--- src/rtl/mux_port_arbiter.sv ---
// mux_port_arbiter: round-robin arbiter for a shared 64-bit 4:1 port.
// Ports: clk/rstn, req/last/data_in_0..3 in; gnt/ack/out_valid/out_data/out_last/sel/busy out; out_ready in.

module MUX4T1_64 (
  input  logic [1:0]  sel,
  input  logic [63:0] d0,
  input  logic [63:0] d1,
  input  logic [63:0] d2,
  input  logic [63:0] d3,
  output logic [63:0] y
);

  always_comb begin
    unique case (sel)
      2'd0: y = d0;
      2'd1: y = d1;
      2'd2: y = d2;
      2'd3: y = d3;
      default: y = d0;
    endcase
  end

endmodule

module mux_port_arbiter #(
  parameter int MAX_BEATS = 8
) (
  input  logic        clk,
  input  logic        rstn,
  input  logic [3:0]  req,
  input  logic [3:0]  last,
  input  logic [63:0] data_in_0,
  input  logic [63:0] data_in_1,
  input  logic [63:0] data_in_2,
  input  logic [63:0] data_in_3,
  output logic [3:0]  gnt,
  output logic [3:0]  ack,
  output logic        out_valid,
  input  logic        out_ready,
  output logic [63:0] out_data,
  output logic        out_last,
  output logic [1:0]  sel,
  output logic        busy
);

  typedef enum logic {IDLE, BUSY} state_t;

  localparam logic [7:0] MAX_M1 = 8'(MAX_BEATS - 1);

  state_t      state_q, state_d;
  logic [1:0]  grant_q, grant_d;
  logic [1:0]  last_grant_q, last_grant_d;
  logic [7:0]  beat_cnt_q, beat_cnt_d;

  logic [1:0]  pick;
  logic [1:0]  idx;
  logic        found;
  logic        gr_req;
  logic        rel;
  logic        xfer;

  // Rotating priority: scan from the requester after the last owner.
  always_comb begin
    pick  = last_grant_q + 2'd1;
    idx   = pick;
    found = 1'b0;
    for (int i = 1; i <= 4; i++) begin
      idx = last_grant_q + 2'(i);
      if (!found && req[idx]) begin
        pick  = idx;
        found = 1'b1;
      end
    end
  end

  assign gr_req = req[grant_q];
  assign rel    = last[grant_q] |
                  (beat_cnt_q == MAX_M1);

  always_comb begin
    state_d      = state_q;
    grant_d      = grant_q;
    last_grant_d = last_grant_q;
    beat_cnt_d   = beat_cnt_q;
    gnt          = 4'b0000;
    ack          = 4'b0000;
    out_valid    = 1'b0;
    out_last     = 1'b0;
    busy         = 1'b0;
    xfer         = 1'b0;
    unique case (state_q)
      IDLE: begin
        if (found) begin
          grant_d    = pick;
          beat_cnt_d = 8'd0;
          state_d    = BUSY;
        end
      end
      BUSY: begin
        busy      = 1'b1;
        gnt       = 4'b0001 << grant_q;
        out_valid = gr_req;
        xfer      = gr_req & out_ready;
        out_last  = gr_req & rel;
        if (xfer) ack = 4'b0001 << grant_q;
        if (!gr_req) begin
          // abandon: give up the port without a beat
          last_grant_d = grant_q;
          beat_cnt_d   = 8'd0;
          state_d      = IDLE;
        end else if (xfer) begin
          if (rel) begin
            last_grant_d = grant_q;
            beat_cnt_d   = 8'd0;
            state_d      = IDLE;
          end else begin
            beat_cnt_d = beat_cnt_q + 8'd1;
          end
        end
      end
      default: state_d = IDLE;
    endcase
  end

  always_ff @(posedge clk or negedge rstn) begin
    if (!rstn) begin
      state_q      <= IDLE;
      grant_q      <= 2'd0;
      last_grant_q <= 2'd3;
      beat_cnt_q   <= 8'd0;
    end else begin
      state_q      <= state_d;
      grant_q      <= grant_d;
      last_grant_q <= last_grant_d;
      beat_cnt_q   <= beat_cnt_d;
    end
  end

  assign sel = grant_q;

  MUX4T1_64 u_mux (
    .sel (grant_q),
    .d0  (data_in_0),
    .d1  (data_in_1),
    .d2  (data_in_2),
    .d3  (data_in_3),
    .y   (out_data)
  );

endmodule

--- config.mk ---
export PLATFORM = sky130hd
export DESIGN_NAME = mux_port_arbiter
export DESIGN_NICKNAME = d
export VERILOG_FILES = /design/src/rtl/mux_port_arbiter.sv
export SDC_FILE = /design/constraint.sdc
export NUM_CORES = 1
export LEC_CHECK = 0
export ABC_AREA = 1
export CORE_AREA = 5 5 131 133
export DETAILED_ROUTE_END_ITERATION = 10
export DIE_AREA = 0 0 136 138
export GPL_TIMING_DRIVEN = 0
export PLACE_DENSITY = 0.54
export SYNTH_ARGS = -nofsm -noshare
export SYNTH_HDL_FRONTEND = slang
export SYNTH_SLANG_ARGS = --single-unit
--- constraint.sdc ---
create_clock -name clk -period 2.7 [get_ports clk]
set_input_delay 0.405 -clock clk [delete_from_list [all_inputs] [get_ports clk]]
set_output_delay 0.405 -clock clk [all_outputs]
set_load 0.01 [all_outputs]
==> metrics.txt, run 1 <==
share of cells above drive strength 1 0.06900; Die H 138 um; VDD IR-drop max 0.3211 mV; Seq/Total Area, Yosys 0.1204; CTS Buffer Depth 2; Mean Syn Cell Area 4.827 um^2; IO Count 344; mapped cell area 0.002723 mm^2; antenna violations before repair 3; CTS Hold Bufs 0; slowest CP cell clkdlybuf4s50_1; pin count of the biggest net entering global routing 14; CTS tree yes; slew at the pin closest to its max-slew limit 694.3 ps; Worst Path Class, Setup reg -> out; final core utilization 0.4241; # nets final 1182; first-pass GRT wire length 30880 um; routed vias/inst 4.301; final setup TNS 0 ps; R2R cell count 10; Hold Fails Final Rpt 0; Clock Sinks 13; Worst Hold End beat_cnt_q[7]; Final min period 2589 ps; Critical Path Sink Type output port; status completed; Flop pwr share 0.057; synth warn 0; Syn Nets 832; slowest cell delay on critical path 590 ps; wire per inst 18.67 um; CTS clock-pin slew for the worst setup and hold paths 50 ps; site row count 46; Setup crit start kind flip-flop; H-tree lvl count 1; post-route ant nets 0; Final Instance Area 0.006664 mm^2; die width 136 um; Netlist cell types 26; LEAKAGE 2.849 nW; Final setup viols 0; Comb pwr share 0.894; #FFs+latches synth 13; Net Sw Frac 0.5052; worst skew pair latency 250 ps; core area 0.01571 mm^2; Critical Path Stages 6; Max Cap Viol 0; CTS root buf clkbuf_16; overall die area 0.01877 mm^2; most frequent CP cell clkbuf_4; Power Dens Cells 886.2 mW/mm^2; fin crit share 0.9589; dpl cell area 0.006426 mm^2; number of buffers added on ports 343; Hold/Removal Path Class reg -> reg; Int Power 2.922 mW; reg2reg end beat_cnt_q[5]; reg2reg start last_grant_q[0]; area grow syn2layout 144.8%; drt total wl 21120 um; DRT iter0 DRCs 140; CP delay by family, top buffers and inverters; Slew headroom 0.5357; Worst Hold Launch beat_cnt_q[7]; reg2reg setup slack 920 ps; NetSw 2.983 mW; Syn Inst Count 564; RSZ-0062 raised after global routing true; Clk pwr share 0.050; fmax 386.2 MHz; vias in the first global route 5035; Pins Over Slew Limit 0; CP cell instances nor2_1 > clkbuf_4 > clkbuf_4 > nand2_1 > nand4_1 > clkdlybuf4s50_1; via count 4864; Crit Path Max Fanout 10; hold path depth 2; Pre-antenna DRT Iters 4; post-DP HPWL 18300 um; DRC viols 0; Worst Path Arrival 2180 ps; GR Overflow Total 0; RD Place Congestion 0.8447; Worst Path Buf+Inv 3; Initial Util 0.1733; Critical Path RT 2300 ps; Setup Skew 0.9198 ps; GRT Resource Usage Total 0.2134; CTS Buf Count 3
[registers in the layout, summed over array words and instances, names as in the netlist]
name / flops
sel: 2
state_q: 1
last_grant_q: 2
beat_cnt_q: 8
[placed cells by master (no fill, tap or decap), drive strengths merged]
| master | synthesis | routed |
|---|---|---|
| ha | 1 | 1 |
| o21ai | 9 | 9 |
| dlygate4sd2 | 0 | 3 |
| buf | 14 | 15 |
| dlymetal6s2s | 0 | 3 |
| nand2 | 351 | 351 |
| o21a | 1 | 1 |
| clkbuf | 18 | 23 |
| clkdlybuf4s50 | 0 | 337 |
| dfrtp | 11 | 11 |
| nand3 | 24 | 24 |
| nor3 | 5 | 5 |
| xor2 | 2 | 2 |
| dfstp | 2 | 2 |
| inv | 25 | 25 |
| clkinv | 1 | 1 |
| nor2 | 30 | 30 |
| nand4 | 67 | 67 |
| xnor2 | 1 | 1 |
| diode | 0 | 2 |
| nand3b | 2 | 2 |
[how the worst max path moves through the flow]
stage,from,endpoint,slack (ps)
finish,sel[0],out_data[51],110
global route,sel[1],out_data[47],-7
CTS,sel[0],out_data[45],0.7
detailed placement,sel[1],out_data[17],-440
global placement,sel[1],out_data[17],-430
floorplan,sel[1],out_data[12],930
[cell type report]
cell class | instances | area, um^2
Buffer | 32 | 246.5
Tap cell | 216 | 270.3
Clock buffer | 4 | 78.83
Inverter | 26 | 97.59
Fill cell | 1695 | 9049
Multi-Input combinational cell | 493 | 2183
Sequential cell | 13 | 330.3
Timing Repair Buffer | 345 | 3452
Antenna cell | 2 | 5.005
[synth_stat cells]
master    count  area share
ha_1          1      0.0046
clkinv_1      1      0.0014
nor2_2        3      0.0069
buf_2         4      0.0074
nand2_1     343        0.47
buf_1         8       0.011
nand3_1      22       0.040
nor2_1       26       0.036
xnor2_1       1      0.0032
nor2_4        1      0.0041
nand4_1      67        0.15
nand3_2       2      0.0074
o21a_1        1      0.0028
dfstp_2       2       0.019
dfrtp_1      11        0.10
inv_1        22       0.030
buf_6         2      0.0083
xor2_1        2      0.0064
nor3_1        5      0.0092
nand3b_1      2      0.0055
nand2_2       8       0.018
inv_2         3      0.0041
clkbuf_1     18       0.025
o21ai_1       1      0.0018
o21ai_4       1      0.0060
o21ai_0       7       0.013
[through the flow]
step	hold slack (ps)	total power, mW	cells	worst slack, ps
floorplan	109.4	2.652	564	932.8
global placement	523.5	5.497	1123	-431.2
detailed placement	534.1	5.502	1123	-441.2
CTS	544.8	5.920	1127	0.7285
global route	577.8	6.391	1131	-7.445
finish	541.8	5.905	1131	111.0
[metal layers]
| metal | global-route usage | wire, um | vias to the layer above |
|---|---|---|---|
| li1 | - | - | 2514 |
| met1 | 0.2423 | 8229 | 2143 |
| met2 | 0.4047 | 11070 | 189 |
| met3 | 0.04790 | 1524 | 16 |
| met4 | 0.03926 | 283 | 2 |
| met5 | 0 | 13 | - |
[power groups by stage]
| stage | combinational, mW | clock, mW | sequential (mW) |
|---|---|---|---|
| detailed placement | 5.18 | 0 | 0.327 |
| CTS | 5.29 | 0.298 | 0.336 |
| global placement | 5.17 | 0 | 0.326 |
| floorplan | 2.33 | 0 | 0.320 |
| global route | 5.74 | 0.308 | 0.344 |
| finish | 5.28 | 0.294 | 0.335 |
[worst min-delay path, delay by kind of cell (launching register included)]
family,cells,cell delay [ps]
and+or+nand+nor,2,150
DFF,1,360
[cells by family after synthesis]
logic type	after synthesis	synth area share
AOI/OAI and AO/OA	10	0.02344
xor gates and xnor gates	3	0.009652
adders and majority gates	1	0.004595
buffers and inverters	58	0.08731
DFF	13	0.1204
and+or+nand+nor	479	0.7546
[timing repair]
action / CTS / global route
cloned: 0 / 0
pin swaps: 0 / 1
setup endpoints to repair: 68 / 54
buffers inserted: 0 / 2
resized for setup: 50 / 29
Power figures use the tool's default switching activity.
==> run 2: changes to the inputs <==
--- a/config.mk
+++ b/config.mk
@@ -11,6 +11,7 @@
 export DIE_AREA = 0 0 136 138
 export GPL_TIMING_DRIVEN = 0
 export PLACE_DENSITY = 0.54
+export REMOVE_ABC_BUFFERS = 1
 export SYNTH_ARGS = -nofsm -noshare
 export SYNTH_HDL_FRONTEND = slang
 export SYNTH_SLANG_ARGS = --single-unit
==> run 2 against run 1 <==
Routed wire length rose by 0.55%. Sequential power rose by 1%. Via count fell by 1.6%. Utilization fell by 0.31 points. Worst setup slack got worse by 90 ps. Sequential cell count did not move. Largest power group unchanged. Maximum frequency fell by 3.4%.
==> metrics.txt, run 2 (synthesis results as in run 1) <==
Setup Skew 2.224 ps (+1.304 ps); CTS clock-pin slew for the worst setup and hold paths 50 ps (about the same); routed vias/inst 4.298 (about the same); Clk pwr share 0.048 (-0.002); fmax 373.3 MHz (-3.4%); worst skew pair latency 240 ps (about the same); antenna violations before repair 3 (unchanged); wire per inst 19.06 um (+2.1%); Die H 138 um (unchanged); slew at the pin closest to its max-slew limit 635.8 ps (-58.46 ps); fin crit share 0.9923 (+0.03338); Setup crit start kind flip-flop; IO Count 344 (unchanged); Pre-antenna DRT Iters 4 (unchanged); drt total wl 21230 um (+0.55%); via count 4788 (-1.6%); placed cells 1095 (-2.5%); # nets final 1166 (-1.4%); Flop pwr share 0.057 (about the same); RD Place Congestion 0.8789 (+4.0%); post-route ant nets 0 (unchanged); Final setup viols 0 (unchanged); RSZ-0062 raised after global routing true; H-tree lvl count 1 (unchanged); CTS Buffer Depth 2 (unchanged); VDD IR-drop max 0.4114 mV (+28%); GRT Resource Usage Total 0.2155 (+0.002143); Largest Register beat_cnt_q; Worst Path Arrival 2270 ps (+90 ps); CTS tree yes; DRT iter0 DRCs 262 (+87%); site row count 46 (unchanged); Initial Util 0.1733 (unchanged); area grow syn2layout 143.0%; Comb pwr share 0.895 (about the same); CTS root buf clkbuf_16; Net Sw Frac 0.5154 (+0.01022); Crit Path Max Fanout 36 (+26); Pins Over Slew Limit 0 (unchanged); core area 0.01571 mm^2 (unchanged); most frequent cells in the layout nand2_1, clkdlybuf4s50_1, nand4_1; worst setup margin 20.86 ps (-90.13 ps); NetSw 3.071 mW (+2.9%); die width 136 um (unchanged); commonest non-fill, non-tap cell in the layout nand2_1; non-filler cells, final 1114 (-1.5%); first-pass GRT wire length 30760 um (-0.38%); Worst Path Class, Setup reg -> out; CTS Hold Bufs 0 (unchanged); DP Worst Slack -522.5 ps (-81.30 ps); overall die area 0.01877 mm^2 (unchanged); vias in the first global route 4801 (-4.6%); Hold Fails Final Rpt 0 (unchanged); Critical Path RT 2300 ps (about the same); status completed; Hold/Removal Path Class reg -> reg; number of buffers added on ports 343 (unchanged); CTS Buf Count 3 (unchanged); Final min period 2679 ps (+90.13 ps); Int Power 2.887 mW (-1.2%); Slew headroom 0.5748 (+0.03910); max reg flops 8 (unchanged); post-DP HPWL 17100 um (-6.5%); Max Cap Viol 0 (unchanged); pin count of the biggest net entering global routing 42 (+28); Power Dens Cells 900.6 mW/mm^2 (+1.6%); share of cells above drive strength 1 0.05351 (-0.01549); Clock Sinks 13 (unchanged); DRC viols 0 (unchanged); GR Overflow Total 0 (unchanged); Critical Path Sink Type output port; LEAKAGE 2.773 nW (-2.7%)
-- run 2: cell count changes in the layout (fill, tap and decap cells not counted), sizes merged --
cell,previous run,this run
nor2,30,33
diode,2,1
dlygate4sd2,3,5
clkbuf,23,4
clkdlybuf4s50,337,335
-- run 2: power groups by stage --
| stage | Combinational, mW | Sequential (mW) | Clock (mW) |
|---|---|---|---|
| 5_1_grt | 5.74 | 0.348 | 0.296 |
| 3_3_place_gp | 4.65 | 0.345 | 0 |
| 3_5_place_dp | 5.08 | 0.360 | 0 |
| 6_report | 5.33 | 0.339 | 0.288 |
| 2_1_floorplan | 2.28 | 0.333 | 0 |
| 4_1_cts | 5.41 | 0.336 | 0.289 |
-- run 2: path summary, 6_finish.rpt --
path,from,to,slack [ps],depth (start not counted)
setup / recovery,sel[0],out_data[60],20,7
hold / removal,beat_cnt_q[7],beat_cnt_q[7],530,2
hold reg to reg,beat_cnt_q[7],beat_cnt_q[7],530,2
min in group asynchronous,rstn,beat_cnt_q[0],560,1
setup reg to reg,last_grant_q[0],beat_cnt_q[7],580,11
max in group asynchronous,rstn,sel[0],1700,1
-- run 2: through the flow --
step	util	hold WS (ps)	power (mW)	instance area, um^2	TNS, ps
2_1_floorplan	-	109.4	2.617	2582	-51240
3_3_place_gp	0.4001	517.1	4.999	6286	-262510
3_5_place_dp	0.4066	523.5	5.438	6389	-11680
4_1_cts	0.4197	536.1	6.038	6595	0
5_1_grt	0.4210	588.2	6.384	6615	-20.56
6_report	0.4210	530.8	5.958	6615	0
-- run 2: per-layer routing --
metal	GRT usage	routed length, um	up-vias
met1	0.2512	8153	2090
met5	0	25	-
li1	-	-	2497
met3	0.05806	1673	20
met2	0.4023	11080	177
met4	0.02281	302	4
-- run 2: final cells by class --
class	count	area, um^2
fillers	1721	9097
clock buffers	4	78.83
repair buffers	358	3610
diodes	1	2.502
flip-flops and latches	13	330.3
inverters	26	102.6
multi-input cells	496	2221
well taps	216	270.3
-- run 2: worst max-delay path, stage by stage (launching register included) --
cell and delay, ps:
dfrtp_2 420, inv_1 290, nor2_4 90, buf_4 180, buf_12 170, nand2_1 80
nand4_1 210, clkdlybuf4s50_1 560
-- run 2: repair_timing --
action,4_1_cts,5_1_grt
cloned,3,0
pin swaps,3,0
resized for setup,12,5
hold endpoints to repair,0,0
buffers inserted,11,0
endpoints found under the setup margin,73,15
==> run 3: changes to the inputs <==
--- a/config.mk
+++ b/config.mk
@@ -7,6 +7,7 @@
 export LEC_CHECK = 0
 export ABC_AREA = 1
 export CORE_AREA = 5 5 131 133
+export CTS_CLUSTER_DIAMETER = 150
 export DETAILED_ROUTE_END_ITERATION = 10
 export DIE_AREA = 0 0 136 138
 export GPL_TIMING_DRIVEN = 0
==> results of run 3 <==
Final layout, timing and power as in run 2 (identical DEF).
